`config.mk`:
```
export PLATFORM = sky130hd
export DESIGN_NAME = custom_exec_unit
export DESIGN_NICKNAME = d
export VERILOG_FILES = /design/src/rtl/custom_exec_unit.sv
export SDC_FILE = /design/constraint.sdc
export NUM_CORES = 1
export LEC_CHECK = 0
export CORE_ASPECT_RATIO = 0.5
export CORE_MARGIN = 2
export CORE_UTILIZATION = 55
export DETAILED_ROUTE_END_ITERATION = 7
export PLACE_DENSITY = 0.9
export SLEW_MARGIN = 20
export SYNTH_ARGS = -nofsm -noshare
export SYNTH_HDL_FRONTEND = slang
export SYNTH_SLANG_ARGS = --single-unit
```
`constraint.sdc`:
```
create_clock -name clk -period 16.5 [get_ports clk]
set_input_delay 2.475 -clock clk [delete_from_list [all_inputs] [get_ports clk]]
set_output_delay 2.475 -clock clk [all_outputs]
set_load 0.1 [all_outputs]
```
`src/rtl/custom_exec_unit.sv`:
```
// custom_exec_unit
//   Execute stage for the custom opcode. Runs a multi-cycle signed int8
//   packed dot product (MATMUL, alu_ctrl=110) or a single-cycle ReLU
//   (alu_ctrl=111) and holds the core with stall until writeback.
//
// Ports
//   clk        clock, all state on rising edge
//   rst_n      synchronous active-low reset
//   custom_en  decoded custom instruction present
//   alu_ctrl   operation select (110 MATMUL, 111 RELU, others ignored)
//   rs1_data   operand A
//   rs2_data   operand B
//   busy       MATMUL accumulation in progress
//   done       one-cycle pulse, result valid for writeback
//   stall      freeze PC/fetch (combinational)
//   result     last completed result, held until next completion
//
// Build option
//   CUSTOM_SAT_EN  clamp the MATMUL result to signed 16-bit, sign-extended.
//
// State table
//   IDLE | waiting for a request; only state that accepts one
//   MAC  | one lane multiply-accumulate per cycle, lane 0 first
//   FIN  | result written, done pulses; returns to IDLE unconditionally
module custom_exec_unit #(
  parameter int DATA_W = 32,
  parameter int ELEM_W = 8
) (
  input  logic              clk,
  input  logic              rst_n,
  input  logic              custom_en,
  input  logic [2:0]        alu_ctrl,
  input  logic [DATA_W-1:0] rs1_data,
  input  logic [DATA_W-1:0] rs2_data,
  output logic              busy,
  output logic              done,
  output logic              stall,
  output logic [DATA_W-1:0] result
);

  localparam int N_ELEM = DATA_W / ELEM_W;
  localparam int IDX_W  = (N_ELEM > 1) ? $clog2(N_ELEM) : 1;
  localparam logic [IDX_W-1:0] IDX_LAST = IDX_W'(N_ELEM - 1);
  localparam logic [2:0] OP_MATMUL = 3'b110;
  localparam logic [2:0] OP_RELU   = 3'b111;

  typedef enum logic [1:0] {IDLE = 2'd0, MAC = 2'd1, FIN = 2'd2} state_t;

  state_t state, state_nxt;
  logic signed [DATA_W-1:0] acc, acc_nxt, acc_sum;
  logic [IDX_W-1:0]  idx, idx_nxt;
  logic [DATA_W-1:0] a_q, b_q, a_nxt, b_nxt, result_nxt;
  logic is_matmul, is_relu;

  logic signed [ELEM_W-1:0]   a_lane [N_ELEM];
  logic signed [ELEM_W-1:0]   b_lane [N_ELEM];
  logic signed [2*ELEM_W-1:0] prod;

  assign is_matmul = custom_en && (alu_ctrl == OP_MATMUL);
  assign is_relu   = custom_en && (alu_ctrl == OP_RELU);

  // Drops in the done cycle so writeback and PC advance coincide.
  assign stall = (is_matmul || is_relu) && !done;

  always_comb begin
    for (int i = 0; i < N_ELEM; i++) begin
      a_lane[i] = a_q[i*ELEM_W +: ELEM_W];
      b_lane[i] = b_q[i*ELEM_W +: ELEM_W];
    end
  end

  assign prod    = a_lane[idx] * b_lane[idx];
  assign acc_sum = acc + {{(DATA_W-2*ELEM_W){prod[2*ELEM_W-1]}}, prod};

  function automatic logic [DATA_W-1:0] finish_matmul(input logic signed [DATA_W-1:0] v);
`ifdef CUSTOM_SAT_EN
    logic signed [DATA_W-1:0] sat_max;
    logic signed [DATA_W-1:0] sat_min;
    sat_max = DATA_W'(32767);
    sat_min = ~sat_max;
    if (v > sat_max)      finish_matmul = sat_max;
    else if (v < sat_min) finish_matmul = sat_min;
    else                  finish_matmul = v;
`else
    finish_matmul = v;
`endif
  endfunction

  always_comb begin
    state_nxt  = state;
    acc_nxt    = acc;
    idx_nxt    = idx;
    a_nxt      = a_q;
    b_nxt      = b_q;
    result_nxt = result;
    case (state)
      IDLE: begin
        if (is_matmul) begin
          state_nxt = MAC;
          acc_nxt   = '0;
          idx_nxt   = '0;
          a_nxt     = rs1_data;
          b_nxt     = rs2_data;
        end else if (is_relu) begin
          state_nxt  = FIN;
          a_nxt      = rs1_data;
          b_nxt      = rs2_data;
          result_nxt = rs1_data[DATA_W-1] ? '0 : rs1_data;
        end
      end
      MAC: begin
        acc_nxt = acc_sum;
        idx_nxt = idx + IDX_W'(1);
        if (idx == IDX_LAST) begin
          state_nxt  = FIN;
          // Clamping (if built in) applies to the written result only.
          result_nxt = finish_matmul(acc_sum);
        end
      end
      FIN:     state_nxt = IDLE;
      default: state_nxt = IDLE;
    endcase
  end

  always_ff @(posedge clk) begin
    if (!rst_n) begin
      state  <= IDLE;
      acc    <= '0;
      idx    <= '0;
      a_q    <= '0;
      b_q    <= '0;
      result <= '0;
      busy   <= 1'b0;
      done   <= 1'b0;
    end else begin
      state  <= state_nxt;
      acc    <= acc_nxt;
      idx    <= idx_nxt;
      a_q    <= a_nxt;
      b_q    <= b_nxt;
      result <= result_nxt;
      busy   <= (state_nxt == MAC);
      done   <= (state_nxt == FIN);
    end
  end

endmodule

```
---- Word-level counts from Yosys, hierarchy flattened ----
Cells that the tools add are included.
storage, ports and cells
  register bits ........................... 134
  input bits .............................. 70
  output and inout port bits .............. 35
  logic and storage cells ................. 57
operators by class
  $add $sub $neg .......................... 2
  multipliers ............................. 1
  magnitude comparators ................... 1
  eq/ne operators ......................... 10
  multiplexer cells ....................... 23
  bitwise operators ....................... 1
  reductions and logical operators ........ 11
operators with widths
  operator               number
  $mux W32               8
  $pmux W32 S2           2
  $add A32 B32 Y32       1
  $bmux W8 S2            2
  $mux W8                4
  $mux W31               1
  $mul A8 B8 Y16         1
  $mux W2                4
  $ne A2 B2 Y1 const B   4
  $pmux W2 S2            2
  $eq A3 B3 Y1 const B   2
  $eq A2 B1 Y1 const B   2
  $eq A2 B2 Y1 const B   2
  $reduce_and A2 Y1      2
  $reduce_and A4 Y1      1
  $reduce_bool A2 Y1     2
  $ge A3 B3 Y1 const B   1
  $logic_and A1 B1 Y1    3
  $not A2 Y3             1
  $add A2 B1 Y2 const B  1
  $logic_not A2 Y1       1
  $logic_not A1 Y1       1
  $logic_or A1 B1 Y1     1

---- Logic depth before layout (Yosys ltp) ----
  depth after elaboration ................. 8
  mapped depth ............................ 32
  depth with buffers taken out ............ 31

---- Least setup slack after synthesis ----
No wires, ideal clock.
  path kind ............................... register to register
  from .................................... register idx[0]
  to ...................................... register acc[31]
  library setup time ...................... 0.062 ns
  arrival ................................. 8.086 ns
  required time ........................... 16.438 ns
  setup slack ............................. 8.352 ns
  stages on the path, launching flop included .. 29
  clock period less this slack ............ 8.148 ns
  path through ............................ dfxtp_1 -> clkbuf_1 -> buf_2 -> mux4_2 -> and2_1 -> fa_1 -> fa_1 -> fa_1 -> inv_1 -> fa_1 -> inv_1 -> ha_1 -> o21ai_0 -> a21oi_1 -> a2111o_1 -> a31o_2 -> a21oi_2 -> xnor2_1 -> ha_1 -> clkbuf_1 -> a211oi_1 -> nor2_1 -> nor3_1 -> o211ai_1 -> o31ai_1 -> o21ai_0 -> xnor2_1 -> or3_1 -> nand3_1
on the way
  longest elaborated chain between the ends .. 7
RTL lines
  what                                         line  text
  start: declaration                           51    logic [IDX_W-1:0] idx, idx_nxt;
  start signal: assignment                     138   idx <= idx_nxt;
  $not A2 Y3 (implied by the code) (*)         72    assign prod = a_lane[idx] * b_lane[idx];
  $bmux W8 S2                                  72
  $mux W8 (implied by the code) (2 in series)  72
  $mul A8 B8 Y16 (*)                           72
  $add A32 B32 Y32 (*)                         73    assign acc_sum = acc + {{(DATA_W-2*ELEM_W){prod[2*ELEM_W-1]}}, prod};
  $pmux W32 S2 (*)                             96    case (state)
  end signal: assignment                       137   acc <= acc_nxt;
  end: declaration                             50    logic signed [DATA_W-1:0] acc, acc_nxt, acc_sum;
Every way passes the cells marked *; elsewhere a longest branch is shown, timed or not. The select of a mux whose other input is x is not followed.
A chain may end at the register's enable or synchronous reset.

---- Worst setup path in the final report ----
  from .................................... register idx[1]
  to ...................................... register result[31]
on the way
  longest elaborated chain between the ends .. 8
RTL lines
  what                                         line  text
  $not A2 Y3 (implied by the code)             72
  $bmux W8 S2                                  72
  $mux W8 (implied by the code) (2 in series)  72
  $mul A8 B8 Y16                               72
  $add A32 B32 Y32                             73
  $mux W32                                     114   if (idx == IDX_LAST) begin
  $pmux W32 S2                                 96
  end signal: assignment                       141   result <= result_nxt;
  end: declaration                             38    output logic [DATA_W-1:0] result
Several ways; a longest one is shown, not always the timed one. The select of a mux whose other input is x is not followed.

==> key figures <==
Run status
  – Status: complete, no violations

Die
  – FP Rows: 33
  – Die area: about 18000 um2
  – Vert. Die Dim: between 90 and 100 um
  – Ports: around 110
  – Die width: approximately 190 um
  – Initial Util: between 50% and 60%
  – Core area: 16500 um2

Detailed routing
  – Wirelength per Cell: around 18 um
  – DRC Markers: 0
  – ANT nets after route: 0
  – DRT iter0 DRCs: 706
  – DRT Pass-1 Iters: 6
  – DRT Wirelength: between 20000 and 30000 um
  – Drt via density: about 5.9
  – Vias: roughly 8400

Clocking
  – CTS tree: done
  – Total CTS buffers: 17
  – PostCTS Resize Cnt: 0
  – CTS clk-pin slew, worst paths: 60 ps
  – Post-cts hold buffer count: 0
  – Post-CTS Setup Bufs: 0
  – Sink Count: roughly 130
  – Worst-skew pair later-pin latency: 420 ps
  – H-Tree Depth: 4
  – Root Buffer: clkbuf_16
  – Clk buf depth: 2

Layout
  – Share of cells above drive strength 1: ~5.7%
  – Diodes inserted: 0
  – Register Area: about 2700 um2
  – Post-route design area: about 11000 um2
  – Highest-count cells in the layout ignoring fill and taps: nand2_1, dfxtp_1, clkdlybuf4s50_1
  – Final core occ: 67.3%
  – Net count, final: about 1400
  – Area delta synth->final: 19.0%
  – Multi-input gate area: roughly 6100 um2
  – Commonest non-fill, non-tap cell in the layout: nand2_1
  – Layout Cells excl Fill: ~1400
  – Filler cell count: roughly 1300

STA
  – Achievable Freq: between 100 and 150 MHz
  – Slew @ Worst Pin: ~1000 ps
  – Final min period: approximately 8500 ps
  – Final Max Slew Viols: 0
  – Tcrit/Tclk final: a little over 50%
  – # setup viols final: 0
  – Setup skew after layout: approximately 14 ps
  – Final hold violation count: 0
  – RSZ-0062 raised after global routing: no
  – TNS Setup: 0 ps
  – Worst slew margin: 31.3%

Setup path
  – CP peak stage delay: between 900 and 1000 ps
  – CP most frequent cell: fa_1
  – Critical path class: reg -> reg
  – Critical Path Source Type: register
  – FF-to-FF path depth: 27
  – Crit-path slowest cell: dfxtp_1
  – Worst R2R End: result[31]
  – Reg2reg start: idx[1]
  – Flop2flop setup slack: roughly 8000 ps
  – WP data required: 16840 ps
  – Worst EP arrival: ~8900 ps
  – CP endpoint kind: register
  – Critical Path Source: idx[1]
  – Crit Path Max Fanout: 19

Placed design
  – Port bufs: 104
  – DP Cell Count: 1387
  – Post-placement cell area: roughly 11000 um2
  – RePlAce Congestion: about 0.9
  – Post-DP HPWL: 18500 um

GRT
  – GRT busiest layer: met2
  – M1 GR Usage: between 30 and 40%
  – Total gr overflow: 0
  – Largest net degree at the start of global routing: 137
  – Vias in the first global route: about 8000
  – GR Util met2: just under 50%
  – Gr usage total: between 20% and 30%
  – Grt met3 use: under 10%
  – First-pass GRT wire length: ~40000 um
  – Initial antenna violation count: 0

Min path
  – Worst Hold Path EP: b_q[22]
  – Worst hold stages: 2
  – Hold crit path type: reg -> reg
  – Worst hold start: b_q[22]

Logic synthesis
  – Synth Warn #: 0
  – Register area share after synthesis: about 29%
  – Yosys reg bits: between 100 and 150
  – Top_reg_cell synth: dfxtp_1
  – Netlist cell types: 55
  – Synthesized area: 9320 um2
  – Synth Net Count: 1288
  – Fraction of registers with async set/reset: 0%
  – Post-synth EDFFs: 0
  – Avg Inst Size Synth: between 8 and 9 um2
  – Post-Syn Instances: 1101

Flow run
  – Max-Cap Viols: 0

Power and ir drop
  – Final Power: 0.833 mW
  – Worst VDD drop: between 70 and 80 uV
  – Pwr/cell area: around 75 nW/um2
  – Leakage: approximately 4.6 nW
-- power breakdown --
part	switching [mW]	leakage [nW]	internal, mW
Combinational	0.0803	3.22	0.0490
Clock	0.153	0.271	0.213
Sequential	0.00627	1.09	0.332
Total	0.239	4.57	0.594
-- synthesized netlist by cell type, types with 2 or more instances --
cell type | number | area share (%)
inv_1 | 98 | 3.9
o21bai_1 | 10 | 0.81
or3_1 | 3 | 0.20
dfxtp_1 | 134 | 29
o21a_1 | 4 | 0.32
mux4_2 | 15 | 3.6
fa_1 | 56 | 12
a211oi_1 | 5 | 0.40
nand2b_1 | 5 | 0.34
a32o_1 | 5 | 0.54
o21ai_1 | 2 | 0.11
a221oi_1 | 3 | 0.28
o2111ai_1 | 2 | 0.19
a21oi_1 | 82 | 4.4
and2_1 | 48 | 3.2
buf_1 | 8 | 0.32
and3_1 | 2 | 0.13
xnor2_1 | 37 | 3.5
nand3_1 | 16 | 0.86
nand2_1 | 211 | 8.5
a21o_1 | 13 | 1.0
a31oi_1 | 6 | 0.40
nor3_1 | 9 | 0.48
o21ai_0 | 47 | 2.5
o211a_1 | 2 | 0.21
nor2_1 | 36 | 1.4
nand4_1 | 2 | 0.13
a21boi_0 | 89 | 7.2
xor2_1 | 7 | 0.66
o31ai_1 | 3 | 0.24
o211ai_1 | 2 | 0.16
o41ai_1 | 2 | 0.19
or2_2 | 2 | 0.13
ha_1 | 61 | 8.2
clkbuf_1 | 42 | 1.7
a22oi_1 | 3 | 0.24
nor2b_1 | 11 | 0.74
-- critical path: cells and delay by family, from the launching register on --
kind | cells | cell delay, ps
buffers and inverters | 4 | 440
AOI/OAI and AO/OA | 11 | 2790
adders and majority gates | 6 | 2700
and+or+nand+nor | 2 | 610
muxes | 1 | 410
DFF | 1 | 930
xor gates and xnor gates | 3 | 560
-- worst max-delay path by stage --
stage                      end  slack (ps)  cells after the start
finish              result[31]        7980                     27
global route        result[31]        7440                     27
CTS                 result[31]        7960                     26
detailed placement     acc[31]        8010                     26
global placement    result[31]        8160                     26
floorplan              acc[31]        8350                     28
-- registers in the layout (all words and copies together) (netlist names) --
name and flops:
a_q 32, acc 32, b_q 32, busy 1, done 1, idx 2
result 32, state 2
-- layout make-up --
class	instances	area share, %
Timing Repair Buffer	110	9.78
Sequential cell	134	24.2
Multi-Input combinational cell	818	55.1
Inverter	98	3.32
Clock inverter	13	1.08
Clock buffer	19	3.99
Tap cell	227	2.56
-- layer usage --
metal	vias to the layer above	part of all wire, %
li1	3876	-
met1	4073	42
met2	350	48
met3	56	7.5
met4	0	2.4
met5	-	0
-- cell families (layout without fill, tap and decap cells) --
| kind of cell | Yosys count | in the layout | synth area share (%) |
|---|---|---|---|
| mux | 17 | 17 | 3.85 |
| simple gates | 348 | 348 | 16.5 |
| buf+inv | 149 | 240 | 6.01 |
| xor+xnor | 44 | 44 | 4.13 |
| fa+ha+maj | 117 | 117 | 20.2 |
| flops | 134 | 134 | 28.8 |
| compound gates | 292 | 292 | 20.5 |
-- per-stage QoR --
step | setup WS [ps] | hold slack, ps
CTS | 7960 | 468
global route | 7440 | 486
global placement | 8160 | 453
finish | 7980 | 463
detailed placement | 8010 | 459
floorplan | 8350 | 440
No activity file was read; power rests on OpenSTA's default activity.
==> RTL change 1: new RTL, same flow settings <==
The parameter `ELEM_W` goes from 8 to 16.
--- a/src/rtl/custom_exec_unit.sv
+++ b/src/rtl/custom_exec_unit.sv
@@ -24,7 +24,7 @@
 //   FIN  | result written, done pulses; returns to IDLE unconditionally
 module custom_exec_unit #(
   parameter int DATA_W = 32,
-  parameter int ELEM_W = 8
+  parameter int ELEM_W = 16
 ) (
   input  logic              clk,
   input  logic              rst_n,
Check against the original RTL: not equivalent (Yosys sat finds a counterexample within 4 cycles, from zero or initial values and one cycle with rst_n low).
==> RTL change 1 against the unedited design <==
- worst setup slack improved by 0.45 ns
- critical path depth decreased by 5
- critical path type unchanged
- cell area increased by 63%
- wire length increased by 74%
- count of clock-buffer cells in the layout unchanged
- largest cell class unchanged
- total power increased by 5.1%
- sequential cell count decreased by 1
- non-clock buffer count increased by 14
- first-iteration DRC count increased by 99%
- fmax increased by 5.6%
- area after synthesis increased by 72%
==> RTL change 1: results (changes against the unedited design) <==
peakVddDrop_uv: 77.06  # was 75.36 uV
avgRoutedWirePerCell_um: 19.67  # was 18.19 um
p_leak_nw: 8.521  # was 4.575 nW
netlist_top_cells_count: "inv_1 (341), nand2_1 (312), fa_1 (292), nor2_1 (162), dfxtp_1 (133)"  # was nand2_1 (211), dfxtp_1 (134), inv_1 (98), a21boi_0 (89), a21oi_1 (82)
vias: 13230  # was 8355
wl_met3_um: 5121  # was 1945 um
status: "completed"  # unchanged
postPlaceCellArea_sq_um: 17510  # was 10520 sq um
synthTopCellsByArea: "fa_1 (36%), dfxtp_1 (17%), inv_1 (8.0%)"  # was dfxtp_1 (29%), fa_1 (12%), nand2_1 (8.5%)
hpwl_um: 35130  # was 18480 um
path_max_fanout: 56  # was 19
synth_cell_types: 52  # was 55
setup.worst_path.start: "idx$_SDFFE_PN0P_"  # was idx[1]$_SDFFE_PN0P_
crit_slowest_cell: "mux2i_1"  # was dfxtp_1
switching_share_pct: 31.26  # was 28.72%
p_seq_share_pct: 38.5  # was 40.6%
clock_skew_ns: 0.01512  # was 0.01443 ns
yosysSeqAreaShare_pct: 16.59  # was 28.78%
syn_avg_cell_area_sq_um: 8.919  # was 8.465 sq um
wl_met2_um: 20720  # was 12500 um
tightestPinTransition_ns: 1.151  # was 1.027 ns
drt-initial-drc-count: 1406  # was 706
p_comb_share_pct: 18.9  # was 15.5%
syn_nets: 2259  # was 1288
nets: 2336  # was 1366
met1Wirelength_um: 16120  # was 10740 um
met2_usage_pct: 48.12  # was 48.31%
gp_congestion: 0.9847  # was 0.9267
insertion_delay_ns: 0.44  # was 0.42 ns
RTL change 1: area by class of cell:
type / count / area (sq um)
multi-input combinational: 1259 / 11900
clock buffer: 19 / 442.9
tap: 391 / 489.2
timing repair buffer: 124 / 1189
sequential: 133 / 2664
inverter: 341 / 1280
fill: 2139 / 10770
clock inverter: 13 / 121.4
RTL change 1: cell families after synthesis:
logic type	synth area share (%)
XOR/XNOR	1.801
buffers and inverters	9.545
AO/OA/AOI/OAI	10.57
flip-flops	16.59
multiplexers	3.946
AND/OR/NAND/NOR	13.47
adder cells (fa/ha/maj)	44.07
RTL change 1: worst paths after layout:
check,endpoint,slack (ns),cells after the start
setup / recovery,result[30]$_SDFFE_PN0P_,8.43,22
hold / removal,b_q[21]$_SDFFE_PN0P_,0.47,2
setup reg to reg,result[30]$_SDFFE_PN0P_,8.43,22
hold reg to reg,b_q[21]$_SDFFE_PN0P_,0.47,2
==> RTL change 2: new RTL, same flow settings <==
Without the edit above. Take the reset off `b_q` and load it in a clocked block of its own.
--- a/src/rtl/custom_exec_unit.sv
+++ b/src/rtl/custom_exec_unit.sv
@@ -128,7 +128,6 @@
       acc    <= '0;
       idx    <= '0;
       a_q    <= '0;
-      b_q    <= '0;
       result <= '0;
       busy   <= 1'b0;
       done   <= 1'b0;
@@ -137,12 +136,15 @@
       acc    <= acc_nxt;
       idx    <= idx_nxt;
       a_q    <= a_nxt;
-      b_q    <= b_nxt;
       result <= result_nxt;
       busy   <= (state_nxt == MAC);
       done   <= (state_nxt == FIN);
     end
   end
 
+  always_ff @(posedge clk) begin
+    b_q <= b_nxt;
+  end
+
 endmodule
 
Formal check against the unedited RTL: same outputs for any inputs over 4 cycles, from zero or initial values and one cycle with rst_n low; that may be too few to reach the edited logic, so the function may still have changed.
==> RTL change 2 against the unedited design <==
- sequential cell count is the same
- highest routed layer unchanged
- critical path depth stayed put
- cell area is 1.3% higher
- wire length increased by 3.1%
- worst setup slack worse by 0.073 ns
- area after synthesis is 1.5% higher
Power is not compared: it rests on default switching activity, and its combinational part moved more than twofold at a synthesized area within 25%.
==> RTL change 2: results (changes against the unedited design) <==
avgRoutedWirePerCell_um: 19.66  # was 18.19 um
seq_area_share_pct: 26.73  # was 24.19%
multi_input_gates: 743  # was 818
slew_headroom_pct: 31.76  # was 31.35%
drt-initial-drc-count: 951  # was 706
grt_max_degree: 94  # was 137
inverters_excl_clock: 103  # was 98
met1_usage_pct: 39.86  # was 36.27%
syn_avg_cell_area_sq_um: 9.197  # was 8.465 sq um
clock_skew_ns: 0.01385  # was 0.01443 ns
synth_cell_types: 75  # was 55
met3_usage_pct: 6.313  # was 4.922%
grt_usage_pct: 29.84  # was 28.08%
hp-start: "a_q[21]$_SDFFE_PN0P_"  # was b_q[22]$_SDFFE_PN0P_
synth_edf_count: 32  # was 0
met2_usage_pct: 48.21  # was 48.31%
p_leak_nw: 4.615
hold_class: "flop to flop"  # unchanged
yosysSeqAreaShare_pct: 31.73  # was 28.78%
status: "completed"  # unchanged
synth.area.mux_share_pct: 4.006  # was 3.853%
synth_fa_ha_area_share_pct: 19.91  # was 20.22%
bufAreaShareNonClock_pct: 9.891  # was 9.779%
design.seq.count: 134  # unchanged
gp_congestion: 0.9808  # was 0.9267
synthTopCellsByArea: "dfxtp_1 (22%), fa_1 (12%), edfxtp_1 (10%)"  # was dfxtp_1 (29%), fa_1 (12%), nand2_1 (8.5%)
met1Wirelength_um: 11120  # was 10740 um
arrival_ns: 8.90  # was 8.86 ns
synth_compound_area_share_pct: 18.48  # was 20.54%
insertion_delay_ns: 0.43
wl_met3_um: 2202  # was 1945 um
r2r_cells: 27  # unchanged
reg2reg_to: "acc[31]$_SDFFE_PN0P_"  # was result[31]$_SDFFE_PN0P_
hold_path_end: "a_q[21]$_SDFFE_PN0P_"  # was b_q[22]$_SDFFE_PN0P_
hpwl_um: 18760  # was 18480 um
syn_nets: 1216  # was 1288
multi_input_area_sq_um: 5864  # was 6110 sq um
buffers_excl_clock: 114  # was 110
antenna_found_initial: 0  # unchanged
ff2ff_setup_slack_ns: 7.90  # was 7.98 ns
grt_pass1_wl_um: 43180  # was 39820 um
n_fill_cell: 1209  # was 1252
drive_above_1_share_pct: 7.815  # was 5.705%
clock_cell_area_share_pct: 5.202  # was 5.076%
yosys.area_share.xor_xnor_pct: 3.887  # was 4.135%
netlist_top_cells_count: "nand2_1 (133), dfxtp_1 (102), inv_1 (102), a21oi_1 (74), ha_1 (61)"  # was nand2_1 (211), dfxtp_1 (134), inv_1 (98), a21boi_0 (89), a21oi_1 (82)
cts_root_buf: "clkbuf_16"  # unchanged
wl_met2_um: 12470  # was 12500 um
dp_slack_ns: 8.414  # was 8.007 ns
routed.top_layer: "met4"  # unchanged
place_inst: 1321  # was 1387
slowest_delay_ns: 0.91  # was 0.93 ns
vias: 8196  # was 8355
fin_cells: 1353  # was 1419
-- RTL change 2: changes by cell type in the layout (fill, tap and decap cells not counted), sizes merged, moves of 7 or more --
| cell | unedited run | this run |
|---|---|---|
| a21boi | 89 | 45 |
| a21oi | 83 | 76 |
| dfxtp | 134 | 102 |
| edfxtp | 0 | 32 |
| nand2 | 211 | 133 |
| nor2 | 36 | 43 |
| xnor2 | 37 | 29 |
-- RTL change 2: through the flow --
stage	cell area (sq um)	power, mW	util, %	hold WS [ns]
after floorplan	9464	0.6085	-	0.4315
after global placement	10650	0.6888	64.16	0.4414
after detailed placement	10650	0.6993	64.16	0.4551
after CTS	11230	1.077	67.68	0.4653
after global routing	11230	1.128	67.68	0.4952
final	11230	1.084	67.68	0.4648
-- RTL change 2: logic make-up (layout without fill, tap and decap cells) --
group,after synthesis,count (layout)
XOR/XNOR,42,42
multiplexers,19,19
adder cells (fa/ha/maj),117,117
AND/OR/NAND/NOR,305,305
AO/OA/AOI/OAI,260,260
buffers and inverters,152,249
flip-flops,134,134
